## config.mk

```make
export PLATFORM = sky130hd
export DESIGN_NAME = parity_serial_arbiter_flat
export DESIGN_NICKNAME = d
export VERILOG_FILES = /design/src/rtl/parity_serial_arbiter_pkg.sv /design/src/rtl/parity_serial_arbiter_if.sv /design/src/rtl/parity_serial_arbiter_accum.sv /design/src/rtl/parity_serial_arbiter.sv /design/src/flat_wrapper.sv
export SDC_FILE = /design/constraint.sdc
export NUM_CORES = 1
export LEC_CHECK = 0
export CAP_MARGIN = 20
export CORE_AREA = 2 2 60 62
export DETAILED_ROUTE_END_ITERATION = 16
export DIE_AREA = 0 0 62 64
export HOLD_SLACK_MARGIN = 0.06
export PLACE_DENSITY = 0.77
export SYNTH_ARGS = -nofsm -noshare
export SYNTH_HDL_FRONTEND = slang
export SYNTH_SLANG_ARGS = --single-unit
```

## constraint.sdc

```tcl
create_clock -name clk -period 2.2 [get_ports clk]
set_input_delay 0.22 -clock clk [delete_from_list [all_inputs] [get_ports clk]]
set_output_delay 0.22 -clock clk [all_outputs]
set_load 0.01 [all_outputs]
```

## src/rtl/parity_serial_arbiter_pkg.sv

```systemverilog
// Shared types and constants for the round-robin serial parity arbiter.
package parity_arb_pkg;

  typedef enum logic [1:0] {
    IDLE   = 2'd0,
    SHIFT  = 2'd1,
    REPORT = 2'd2
  } state_e;

  localparam bit PAR_EVEN  = 1'b0;
  localparam bit PAR_ODD   = 1'b1;
  localparam int ERR_CNT_W = 8;

endpackage

```

## src/rtl/parity_serial_arbiter_if.sv

```systemverilog
// Requester bus plus serial/result outputs of the parity arbiter.
interface parity_serial_arbiter_if #(
  parameter int NREQ  = 4,
  parameter int WIDTH = 8
);
  localparam int ID_W = $clog2(NREQ);

  logic [NREQ-1:0]       req_valid;
  logic [NREQ*WIDTH-1:0] req_data;
  logic [NREQ-1:0]       req_par;
  logic [NREQ-1:0]       req_ready;
  logic                  ser_bit;
  logic                  ser_valid;
  logic                  res_valid;
  logic [ID_W-1:0]       res_id;
  logic                  res_parity;
  logic                  res_ok;
  logic                  busy;

  modport master (
    output req_valid, req_data, req_par,
    input  req_ready, ser_bit, ser_valid, res_valid, res_id, res_parity, res_ok, busy
  );

  modport slave (
    input  req_valid, req_data, req_par,
    output req_ready, ser_bit, ser_valid, res_valid, res_id, res_parity, res_ok, busy
  );

endinterface

```

## src/rtl/parity_serial_arbiter_accum.sv

```systemverilog
// Serial XOR accumulator: folds one bit per valid cycle into a running parity.
module parity_bit_accum (
  input  logic clk,
  input  logic rst,
  input  logic clr,
  input  logic bit_valid,
  input  logic bit_in,
  output logic parity
);

  logic parity_q, parity_d;

  always_comb begin
    parity_d = parity_q;
    if (clr)            parity_d = 1'b0;
    else if (bit_valid) parity_d = parity_q ^ bit_in;
  end

  always_ff @(posedge clk) begin
    if (rst) parity_q <= 1'b0;
    else     parity_q <= parity_d;
  end

  assign parity = parity_q;

endmodule

```

## src/rtl/parity_serial_arbiter.sv

```systemverilog
// Round-robin scheduler that serialises one requester word at a time through a parity check.
// Optional per-requester saturating error counters are enabled by defining PARITY_ERR_CNT_EN.
module parity_serial_arbiter
  import parity_arb_pkg::*;
#(
  parameter int NREQ  = 4,
  parameter int WIDTH = 8,
  parameter int ODD   = 0
) (
  input logic clk,
  input logic rst,
  parity_serial_arbiter_if.slave bus
`ifdef PARITY_ERR_CNT_EN
  ,
  output logic [NREQ*ERR_CNT_W-1:0] err_cnt
`endif
);

  localparam int ID_W  = $clog2(NREQ);
  localparam int CNT_W = $clog2(WIDTH + 1);
  localparam logic [CNT_W-1:0] LAST_BIT = CNT_W'(WIDTH - 1);
  localparam logic [ID_W-1:0]  PTR_RST  = ID_W'(NREQ - 1);
  localparam bit PAR_SENSE = (ODD != 0) ? PAR_ODD : PAR_EVEN;

  state_e           state_q, state_d;
  logic [WIDTH-1:0] shreg_q, shreg_d;
  logic [CNT_W-1:0] cnt_q, cnt_d;
  logic [ID_W-1:0]  last_q, last_d;
  logic [ID_W-1:0]  id_q, id_d;
  logic             exp_par_q, exp_par_d;
  logic             ser_valid_q, ser_valid_d;
  logic             res_valid_q, res_valid_d;

  logic [ID_W-1:0]  grant, cand;
  logic             grant_hit, accept, acc_parity, res_parity, res_ok;

  // First valid requester after the last grant, wrapping around.
  always_comb begin
    // NOTE: every combinational output gets a default first so no path leaves it unassigned (no latch).
    grant     = '0;
    cand      = '0;
    grant_hit = 1'b0;
    for (int i = 1; i <= NREQ; i++) begin
      cand = ID_W'((int'(last_q) + i) % NREQ);
      if (!grant_hit && bus.req_valid[cand]) begin
        grant_hit = 1'b1;
        grant     = cand;
      end
    end
  end

  assign accept = grant_hit && (state_q == IDLE) && !rst;

  always_comb begin
    bus.req_ready = '0;
    if (accept) bus.req_ready[grant] = 1'b1;
  end

  always_comb begin
    state_d     = state_q;
    shreg_d     = shreg_q;
    cnt_d       = cnt_q;
    last_d      = last_q;
    id_d        = id_q;
    exp_par_d   = exp_par_q;
    ser_valid_d = ser_valid_q;
    res_valid_d = 1'b0;
    unique case (state_q)
      IDLE: if (accept) begin
        shreg_d     = bus.req_data[int'(grant)*WIDTH +: WIDTH];
        exp_par_d   = bus.req_par[grant];
        id_d        = grant;
        last_d      = grant;
        cnt_d       = '0;
        ser_valid_d = 1'b1;
        state_d     = SHIFT;
      end
      SHIFT: begin
        shreg_d = shreg_q >> 1;
        cnt_d   = cnt_q + 1'b1;
        if (cnt_q == LAST_BIT) begin
          ser_valid_d = 1'b0;
          res_valid_d = 1'b1;
          state_d     = REPORT;
        end
      end
      REPORT:  state_d = IDLE;
      default: state_d = IDLE;
    endcase
  end

  always_ff @(posedge clk) begin
    // NOTE: state flops use non-blocking assignment so all of them update from the same pre-edge values.
    if (rst) begin
      state_q     <= IDLE;
      shreg_q     <= '0;
      cnt_q       <= '0;
      last_q      <= PTR_RST;
      id_q        <= '0;
      exp_par_q   <= 1'b0;
      ser_valid_q <= 1'b0;
      res_valid_q <= 1'b0;
    end else begin
      state_q     <= state_d;
      shreg_q     <= shreg_d;
      cnt_q       <= cnt_d;
      last_q      <= last_d;
      id_q        <= id_d;
      exp_par_q   <= exp_par_d;
      ser_valid_q <= ser_valid_d;
      res_valid_q <= res_valid_d;
    end
  end

  parity_bit_accum u_accum (
    .clk       (clk),
    .rst       (rst),
    .clr       (accept),
    .bit_valid (state_q == SHIFT),
    .bit_in    (shreg_q[0]),
    .parity    (acc_parity)
  );

  assign res_parity     = acc_parity ^ PAR_SENSE;
  assign res_ok         = (res_parity == exp_par_q);

  assign bus.ser_valid  = ser_valid_q;
  assign bus.ser_bit    = ser_valid_q & shreg_q[0];
  assign bus.res_valid  = res_valid_q;
  assign bus.res_id     = res_valid_q ? id_q : '0;
  assign bus.res_parity = res_valid_q & res_parity;
  assign bus.res_ok     = res_valid_q & res_ok;
  assign bus.busy       = (state_q != IDLE);

`ifdef PARITY_ERR_CNT_EN
  logic [NREQ-1:0][ERR_CNT_W-1:0] err_q, err_d;

  // Saturating: a counter parked at all-ones stays there.
  always_comb begin
    err_d = err_q;
    if (res_valid_q && !res_ok && (err_q[id_q] != '1))
      err_d[id_q] = err_q[id_q] + 1'b1;
  end

  always_ff @(posedge clk) begin
    if (rst) err_q <= '0;
    else     err_q <= err_d;
  end

  assign err_cnt = err_q;
`endif

endmodule

```

## src/flat_wrapper.sv

```systemverilog
// flat-port wrapper written by rule: the top's interface ports become plain ports
module parity_serial_arbiter_flat import parity_arb_pkg::*;
#(
  parameter int NREQ  = 4,
  parameter int WIDTH = 8,
  parameter int ODD   = 0
)
  (clk, rst, bus_req_valid, bus_req_data, bus_req_par, bus_req_ready, bus_ser_bit, bus_ser_valid, bus_res_valid, bus_res_id, bus_res_parity, bus_res_ok, bus_busy);
  parity_serial_arbiter_if #(.NREQ(NREQ), .WIDTH(WIDTH)) bus_i ();
  input logic clk;
  input logic rst;
  input wire logic [$bits(bus_i.req_valid)-1:0] bus_req_valid;
  input wire logic [$bits(bus_i.req_data)-1:0] bus_req_data;
  input wire logic [$bits(bus_i.req_par)-1:0] bus_req_par;
  output wire logic [$bits(bus_i.req_ready)-1:0] bus_req_ready;
  output wire logic [$bits(bus_i.ser_bit)-1:0] bus_ser_bit;
  output wire logic [$bits(bus_i.ser_valid)-1:0] bus_ser_valid;
  output wire logic [$bits(bus_i.res_valid)-1:0] bus_res_valid;
  output wire logic [$bits(bus_i.res_id)-1:0] bus_res_id;
  output wire logic [$bits(bus_i.res_parity)-1:0] bus_res_parity;
  output wire logic [$bits(bus_i.res_ok)-1:0] bus_res_ok;
  output wire logic [$bits(bus_i.busy)-1:0] bus_busy;
  assign bus_i.req_valid = bus_req_valid;
  assign bus_i.req_data = bus_req_data;
  assign bus_i.req_par = bus_req_par;
  assign bus_req_ready = bus_i.req_ready;
  assign bus_ser_bit = bus_i.ser_bit;
  assign bus_ser_valid = bus_i.ser_valid;
  assign bus_res_valid = bus_i.res_valid;
  assign bus_res_id = bus_i.res_id;
  assign bus_res_parity = bus_i.res_parity;
  assign bus_res_ok = bus_i.res_ok;
  assign bus_busy = bus_i.busy;
  parity_serial_arbiter #(.NREQ(NREQ), .WIDTH(WIDTH), .ODD(ODD)) u_core (.clk(clk), .rst(rst), .bus(bus_i));
endmodule
```

# Word-level counts from Yosys, hierarchy flattened
# Cells that the tools add are included.
[totals]
latchBits = 0
memories = 0
out_inout_bits = 12
ff_bits = 22
mem_bits_rw = 0
elab_cells = 83
romBits = 0
inputBits = 42
[classes]
n_bitwise = 5
n_mux = 33
shift = 1
addsub = 5
n_mul = 0
n_div = 0
n_lt_le_gt_ge = 6
eq_ne = 5
n_reduce_logical = 19
[ops]
columns = ["cell", "n"]
rows = [
  ["$shiftx 32x6->8", 1],
  ["$pmux 8 s2", 1],
  ["$lt 2x3->1 const B", 5],
  ["$mux 2", 7],
  ["$mux 1", 13],
  ["$bmux 1 s2", 5],
  ["$mux 4", 2],
  ["$mux 8", 1],
  ["$pmux 4 s2", 1],
  ["$logic_and 1x1->1", 6],
  ["$reduce_and 2->1", 3],
  ["$add 2x1->2 const B", 2],
  ["$add 2x2->2 const B", 2],
  ["$add 4x1->4 const B", 1],
  ["$eq 4x3->1 const B", 1],
  ["$logic_not 1->1", 4],
  ["$ne 2x1->1 const B", 2],
  ["$pmux 2 s2", 1],
  ["$reduce_bool 2->1", 2],
  ["$reduce_or 2->1", 2],
  ["$and 1x1->1", 3],
  ["$reduce_and 3->1", 1],
  ["$demux 1 s2", 1],
  ["$eq 2x1->1 const B", 1],
  ["6 further kinds", 6],
]

# Depth between registers and ports, before layout
# Gate-level depths: netlist of the first run.
[depth]
depth_word = 18
depth_mapped = 6

# Hierarchy
# A second synthesis of the first run with hierarchy kept.
[unflattened]
hier_cells = 164
hier_area_um2 = 1430.1
[modules_own_cells]
columns = ["module", "area_each_um2", "seq_area_each_um2", "n_inst", "cells_each"]
rows = [
  ["parity_serial_arbiter", 1380.1, 420.4, 1, 160],
  ["parity_bit_accum", 50.0, 20.0, 1, 4],
]

# Worst setup path after synthesis of the first run
# OpenSTA, ideal clock, no wires.
[synth_timing]
path_kind = "flip-flop to output port"
from = "register u_core.last_q[0]"
to = "output port bus_req_ready[0]"
stages_incl_launch_ff = 7
required_time_ns = 1.980
t_arrival_ns = 1.361
path_buffers = 1
path_slack_ns = 0.619
path_cell_list = "dfxtp_1 > and2b_4 > o21ai_4 > and3_4 > buf_12 > nand2_1 > nor2_1"
[synth_via]
elab_chain_len = 18
[synth_lines]
columns = ["item", "line", "source"]
rows = [
  ["start: declaration", "parity_serial_arbiter.sv:28", "logic [ID_W-1:0] last_q, last_d;"],
  ["start signal: assignment", "parity_serial_arbiter.sv:107", "last_q <= last_d;"],
  ["$add 2x1->2", "parity_serial_arbiter.sv:44", "cand = ID_W'((int'(last_q) + i) % NREQ);"],
  ["$bmux 1 s2", "parity_serial_arbiter.sv:45", "if (!grant_hit && bus.req_valid[cand]) begin"],
  ["$mux 1 (not written as such)", "parity_serial_arbiter.sv:45", ""],
  ["$mux 1", "parity_serial_arbiter.sv:45", ""],
  ["$logic_not 1->1", "parity_serial_arbiter.sv:45", ""],
  ["$logic_and 1x1->1", "parity_serial_arbiter.sv:45", ""],
  ["$mux 1", "parity_serial_arbiter.sv:45", ""],
  ["$logic_not 1->1", "parity_serial_arbiter.sv:45", ""],
  ["[... 2 more ...]", "--", ""],
  ["$logic_not 1->1", "parity_serial_arbiter.sv:45", ""],
  ["$logic_and 1x1->1", "parity_serial_arbiter.sv:45", ""],
  ["$mux 2", "parity_serial_arbiter.sv:45", ""],
  ["$lt 2x3->1 (not written as such) or $ge 2x1->1 (tied branches)", "parity_serial_arbiter.sv:56", "if (accept) bus.req_ready[grant] = 1'b1;"],
  ["$logic_and 1x1->1 (not written as such)", "parity_serial_arbiter.sv:56", ""],
  ["$mux 1 (not written as such)", "parity_serial_arbiter.sv:56", ""],
  ["$demux 1 s2", "--", ""],
  ["$mux 4 *", "parity_serial_arbiter.sv:56", ""],
  ["end: declaration", "flat_wrapper.sv:15", "output wire logic [$bits(bus_i.req_ready)-1:0] bus_req_ready;"],
]
# Mark *: on every way between the ends. The rest lies on a longest branch, timed or not. The select of a mux whose other input is x is not followed.

# Worst setup path in the final report of the first run
[layout_timing]
from = "input port bus_req_valid[2]"
to = "output port bus_req_ready[0]"
[layout_via]
elab_chain_len = 17
[layout_lines]
columns = ["item", "line", "source"]
rows = [
  ["start: declaration", "flat_wrapper.sv:12", "input wire logic [$bits(bus_i.req_valid)-1:0] bus_req_valid;"],
  ["$bmux 1 s2", "parity_serial_arbiter.sv:45", ""],
  ["$mux 1 (not written as such)", "parity_serial_arbiter.sv:45", ""],
  ["$mux 1", "parity_serial_arbiter.sv:45", ""],
  ["$logic_not 1->1", "parity_serial_arbiter.sv:45", ""],
  ["$logic_and 1x1->1", "parity_serial_arbiter.sv:45", ""],
  ["$mux 1", "parity_serial_arbiter.sv:45", ""],
  ["$logic_not 1->1", "parity_serial_arbiter.sv:45", ""],
  ["$logic_and 1x1->1", "parity_serial_arbiter.sv:45", ""],
  ["$mux 1", "parity_serial_arbiter.sv:45", ""],
  ["$logic_not 1->1", "parity_serial_arbiter.sv:45", ""],
  ["$logic_and 1x1->1", "parity_serial_arbiter.sv:45", ""],
  ["$mux 2", "parity_serial_arbiter.sv:45", ""],
  ["$lt 2x3->1 (not written as such) or $ge 2x1->1 (tied branches)", "parity_serial_arbiter.sv:56", ""],
  ["$logic_and 1x1->1 (not written as such)", "parity_serial_arbiter.sv:56", ""],
  ["$mux 1 (not written as such)", "parity_serial_arbiter.sv:56", ""],
  ["$demux 1 s2", "--", ""],
  ["$mux 4 *", "parity_serial_arbiter.sv:56", ""],
]
# Marks and branches as above.

==> results.yml, run 1 <==
synth:
  syn_inst: 158
  yosysTopAreaCell: "dfxtp_1"
  synth.mux.area_fraction_pct: 10.87
  ys_seq_area_share_pct: 31.88
  syn_area_um2: 1381
  syn_area_per_cell_um2: 8.743
  yosysTopAreaCellShare_pct: 31.88
  synth.distinct_cells: 47
  synth_edf_count: 0
  synthTopCellsByArea: "dfxtp_1 32%, mux2i_1 11%, nor2_1 6.3%"
  synth_async_sr_flop_share_pct: 0
  synth_xor_xnor_area_share_pct: 1.268
  synth_seq_cells: 22
  syn_nets: 201
  synth_warnings: 0
  synth_fa_ha_area_share_pct: 0.9058
  synth-compound-area-share_pct: 24.28
  ys.flop_type: "dfxtp_1"
  synth_simple_gate_area_share_pct: 25.00
  synth_top_family_by_area: "simple AND/OR/NAND/NOR gates"
sta:
  finalMaxSlewViolations: 0
  layout_worst_path_cycle_share_pct: 96.20
  grt_setup_unrepaired: "false"
  skew_ns: 0.008491
  worst_slew_pin_slew_ns: 0.7402
  hold_viol: 0
  setup-tns-final_ns: 0
  finalSetupViolCount: 0
  max_freq_mhz: 472.5
  min_period_ns: 2.116
  relSlewSlack_pct: 50.36
die:
  row_count: 21
  die_h_um: 64
  start_util_pct: 42.06
  chipWidth_um: 62
  ios: 54
  die_area_um2: 3968
  coreArea_um2: 3284
clock_tree:
  h-tree-depth: 1
  cts.sink_count: 22
  clockBufferDepth: 2
  hold_buffers: 0
  worstSkewPairLatency_ns: 0.32
  cts_root_buffer: "clkbuf_4"
  numCtsBuffers: 3
  cts_tree: "done"
  path_clk_slew_ns: 0.13
layout:
  finish.utilization_pct: 64.42
  multiInputGateArea_um2: 865.8
  syn_to_final_growth_pct: 53.17
  drive_above_1_share_pct: 18.86
  nets: 272
  antenna_cells: 0
  seq_area_um2: 440.4
  fill_cells: 288
critical_path:
  crit_arrival_ns: 1.90
  cp-startpoint: "bus_req_valid[2]"
  end_kind: "primary output"
  worst-path-buf-inv: 2
  rr_startpoint: "u_core.last_q[0]"
  slowest_stage: "or4_4"
  critPathTopFamily: "simple AND/OR/NAND/NOR gates"
  cp_num_cells: 7
  cp_max_fo: 4
  cpPeakStageDelay_ns: 0.57
  path_cells: "clkdlybuf4s50_1, or4_4, nand2_1, nor2_1, nand2_1, nor2_1, dlygate4sd2_1"
  critPathRequiredTime_ns: 1.98
  worstRegToRegCells: 6
  cp-start-kind: "primary input"
  path_class: "primary input to primary output"
routing:
  drc: 0
  wl_per_cell_um: 13.86
  vias_per_cell: 5.380
  drt-pass1-iter-count: 4
  totalWireLength_mm: 3.798
  drt_iter0_drc: 42
  final_antenna_net_count: 0
  vias: 1474
pwr:
  total_power_mw: 1.173
  leakage_nw: 0.8496
  power.density_nw_per_um2: 554.4
  ir_worst_vdd_mv: 0.2762
global_route:
  gr-usage-all-layers_pct: 19.89
  antenna_found_initial: 0
  grt_pass1_wl_mm: 6.016
  grt_max_degree: 23
  first_global_vias: 1393
  grt_overflow: 0
place:
  post-dp-hpwl_mm: 3.071
  portBuffers: 53
  gp_congestion: 0.8304
status:
  outcome: "finished clean"
worst_hold_path:
  hold_path_depth: 2
  hp-start: "u_core.cnt_q[3]"
  hold_path_class: "flip-flop to flip-flop"
job:
  cap_violations: 0
## per-stage QoR
stage	hold WS (ns)	instance area [µm²]	setup WS, ns	cells
floorplan	0.4040	1381	0.6191	158
global placement	0.4643	2062	-0.1105	270
detailed placement	0.4826	2062	-0.1855	270
CTS	0.5018	2112	0.09016	274
global route	0.5246	2116	0.02991	274
finish	0.5034	2116	0.08353	274
## registers in the layout (all words and copies together) (netlist names)
register	count
u_core.last_q	2
u_core.shreg_q	8
u_core.exp_par_q	1
u_core.state_q	2
u_core.bus.res_valid	1
u_core.id_q	2
u_core.cnt_q	4
u_core.bus.ser_valid	1
u_core.u_accum.parity	1
## power by group
part	leakage (nW)	internal [mW]	total [mW]	switching, mW
Clock	0.0279	0.184	0.325	0.141
Sequential	0.181	0.436	0.469	0.0325
Combinational	0.640	0.217	0.379	0.162
## kinds of logic (layout without fill, tap and decap cells)
group,count (synthesis),after routing
simple gates,64,64
mux,15,15
buf+inv,12,82
xor+xnor,2,2
compound gates,42,42
flops,22,22
fa+ha+maj,1,1
## metal layers
layer / track usage, % / vias to the layer above / part of all wire [%]
met1: 24.41 / 704 / 43
met3: 1.822 / 6 / 4.9
li1: - / 714 / -
met4: 6.117 / 0 / 1.6
met2: 35.16 / 50 / 51
met5: 0 / - / 0
## what timing repair did
| item | 4_1_cts | 5_1_grt |
|---|---|---|
| resized for setup | 5 | 2 |
| endpoints found under the setup margin | 4 | 1 |
| buffers inserted | 0 | 0 |
## layout make-up
| type | instances | share of cell area (%) |
|---|---|---|
| inverters | 4 | 0.7096 |
| multi-input cells | 124 | 40.92 |
| clock buffers | 3 | 1.064 |
| well taps | 46 | 2.720 |
| repair buffers | 74 | 32.35 |
| clock inverters | 1 | 1.419 |
| flip-flops and latches | 22 | 20.82 |
## path summary, 6_finish.rpt
| check | endpoint | slack (ns) |
|---|---|---|
| hold / removal | u_core.cnt_q[3] | 0.50 |
| setup reg to reg | u_core.shreg_q[1] | 0.33 |
| hold reg to reg | u_core.cnt_q[3] | 0.50 |
| setup / recovery | bus_req_ready[0] | 0.08 |
## cell usage in the layout (no fill, tap or decap), types with 3 or more instances in the layout
cell             Yosys  final
buf_4                3     21
dlygate4sd2_1        0      3
a211oi_1             3      3
nor2_1              23     21
clkdlybuf4s50_1      0     49
mux2i_1             15     15
clkbuf_4             0      3
nand2_1              8      8
inv_1                4      4
a21oi_1              8      8
o21ai_0              5      5
and2_1               5      5
a22oi_1              4      4
or2_1                4      4
o221ai_1             5      5
dfxtp_1             22     22
a31oi_1              4      4
nand2b_1             4      4
nor2_2               1      3
## synthesized netlist by cell type, types with 2 or more instances
cell type / count
a2111oi_2: 2
a211oi_1: 3
a21o_1: 2
a21oi_1: 8
a22oi_1: 4
a31oi_1: 4
and2_1: 5
buf_4: 3
clkbuf_1: 3
dfxtp_1: 22
inv_1: 4
mux2i_1: 15
nand2_1: 8
nand2b_1: 4
nand3_1: 2
nand3b_1: 2
nor2_1: 23
nor2b_1: 2
o21ai_0: 5
o221ai_1: 5
or2_1: 4
or2_2: 2
or3_1: 2
## worst register-to-register path, delay by kind of cell (launching register included)
kind,cells,cell delay [ns]
AND/OR/NAND/NOR,2,0.37
AO/OA/AOI/OAI,3,0.80
flip-flops,1,0.38
buffers and inverters,1,0.18
Power figures use the tool's default switching activity.
==> inputs of run 2 (changes only) <==
--- a/config.mk
+++ b/config.mk
@@ -5,12 +5,14 @@
 export SDC_FILE = /design/constraint.sdc
 export NUM_CORES = 1
 export LEC_CHECK = 0
+export ABC_CLOCK_PERIOD_IN_PS = 2200
 export CAP_MARGIN = 20
 export CORE_AREA = 2 2 60 62
 export DETAILED_ROUTE_END_ITERATION = 16
 export DIE_AREA = 0 0 62 64
 export HOLD_SLACK_MARGIN = 0.06
 export PLACE_DENSITY = 0.77
+export SKIP_LAST_GASP = 1
 export SYNTH_ARGS = -nofsm -noshare
 export SYNTH_HDL_FRONTEND = slang
 export SYNTH_SLANG_ARGS = --single-unit
==> results.yml, run 2 (same netlist as run 1, synthesis figures left out) <==
sta:
  finalMaxSlewViolations: 0
  max_freq_mhz: 473.0
  worst_slew_pin_slew_ns: 0.7386
  grt_setup_unrepaired: "false"
  layout_setup_ws_ns: 0.08581
  finalSetupViolCount: 0
  min_period_ns: 2.114
  skew_ns: 0.008452
  layout_worst_path_cycle_share_pct: 96.10
  hold_viol: 0
  fin_hold_ws_ns: 0.5077
  relSlewSlack_pct: 50.46
critical_path:
  worst-path-buf-inv: 2
  crit_arrival_ns: 1.89
  end_kind: "primary output"
  critPathRequiredTime_ns: 1.98
  path_class: "primary input to primary output"
  cp-startpoint: "bus_req_valid[2]"
  worst-r2r-setup-slack_ns: 0.31
  critPathTopFamily: "simple AND/OR/NAND/NOR gates"
  r2r_end: "u_core.shreg_q[1]"
  path_cells: "clkdlybuf4s50_1, or4_4, nand2_1, nor2_1, nand2_1, nor2_1, dlygate4sd2_1"
  cp-start-kind: "primary input"
  cpPeakStageDelay_ns: 0.56
  cp_max_fo: 4
  rr_startpoint: "u_core.last_q[0]"
  slowest_stage: "or4_4"
  worstRegToRegCells: 6
worst_hold_path:
  min_to: "u_core.cnt_q[1]"
  hold_path_class: "flip-flop to flip-flop"
  hold_path_depth: 2
  hp-start: "u_core.cnt_q[1]"
job:
  cap_violations: 0
layout:
  seq_area_um2: 440.4
  fill_cells: 287
  largest_register_ffs: 8
  antenna_cells: 0
  finish.utilization_pct: 64.50
  multiInputGateArea_um2: 865.8
  drive_above_1_share_pct: 18.86
  instances_no_fill: 274
  largestRegisters: "u_core.shreg_q x8, u_core.cnt_q x4"
  top_register: "u_core.shreg_q"
  syn_to_final_growth_pct: 53.35
  final_cell_mix: "49 x clkdlybuf4s50_1, 22 x dfxtp_1, 21 x nor2_1, 21 x buf_4, 15 x mux2i_1"
  final_common_cell: "clkdlybuf4s50_1"
  nets: 272
clock_tree:
  worstSkewPairLatency_ns: 0.33
  h-tree-depth: 1
  hold_buffers: 0
  path_clk_slew_ns: 0.13
  cts_tree: "done"
  numCtsBuffers: 3
  cts.sink_count: 22
  cts_root_buffer: "clkbuf_4"
  clockBufferDepth: 2
die:
  die_area_um2: 3968
  die_h_um: 64
  start_util_pct: 42.06
  ios: 54
  row_count: 21
  coreArea_um2: 3284
  chipWidth_um: 62
routing:
  final_antenna_net_count: 0
  vias: 1463
  vias_per_cell: 5.339
  totalWireLength_mm: 3.804
  wl_per_cell_um: 13.88
  drc: 0
  drt_iter0_drc: 41
  drt-pass1-iter-count: 5
global_route:
  grt_max_degree: 23
  antenna_found_initial: 0
  first_global_vias: 1397
  gr-usage-all-layers_pct: 19.77
  grt_overflow: 0
  grt_pass1_wl_mm: 5.982
place:
  post-dp-hpwl_mm: 3.071
  gp_congestion: 0.8304
  place_inst: 270
  portBuffers: 53
  place_ws_ns: -0.1855
pwr:
  leakage_nw: 0.8656
  ir_worst_vdd_mv: 0.2771
  total_power_mw: 1.175
  power.density_nw_per_um2: 554.5
status:
  outcome: "finished clean"
==> run 2: worst max path at each step <==
| stage | endpoint | slack (ns) | cells past startpoint |
|---|---|---|---|
| 2_1_floorplan | bus_req_ready[0] | 0.62 | 6 |
| 3_3_place_gp | bus_req_ready[1] | -0.11 | 8 |
| 3_5_place_dp | bus_req_ready[1] | -0.19 | 8 |
| 4_1_cts | bus_req_ready[1] | -0.17 | 8 |
| 5_1_grt | bus_req_ready[0] | 0.03 | 7 |
| 6_report | bus_req_ready[0] | 0.09 | 7 |
==> run 2: report_power, final <==
| group | total (mW) | switching (mW) | internal [mW] |
|---|---|---|---|
| combinational | 0.380 | 0.163 | 0.217 |
| clock | 0.326 | 0.141 | 0.184 |
| sequential | 0.469 | 0.0326 | 0.436 |
| total | 1.17 | 0.337 | 0.838 |
==> run 2: layer usage <==
metal / global-route usage, % / vias up / part of all wire (%)
li1: - / 712 / -
met1: 24.16 / 693 / 43
met2: 34.64 / 50 / 50
met3: 1.822 / 8 / 4.4
met4: 6.915 / 0 / 2.1
met5: 0 / - / 0
==> run 2: per-stage QoR <==
stage               setup TNS (ns)  instance area (µm²)
finish                           0                 2118
global route                     0                 2118
CTS                        -0.1671                 2113
detailed placement         -0.8514                 2062
global placement           -0.3032                 2062
floorplan                        0                 1381
==> run 2: final cells by class <==
class / count / area share [%]
Clock buffer: 3 / 1.063
Clock inverter: 1 / 1.418
Inverter: 4 / 0.7088
Multi-Input combinational cell: 124 / 40.87
Sequential cell: 22 / 20.79
Tap cell: 46 / 2.717
Timing Repair Buffer: 74 / 32.43
==> run 2: timing repair <==
action                     4_1_cts  5_1_grt
setup buffers                    0        0
gates resized for setup          4        2
setup endpoints to repair        4        1
==> run 2: worst min-delay path, cell delays in order (launching register included) <==
cell	delay [ns]
dfxtp_1	0.35
nand3_1	0.07
a21oi_1	0.06
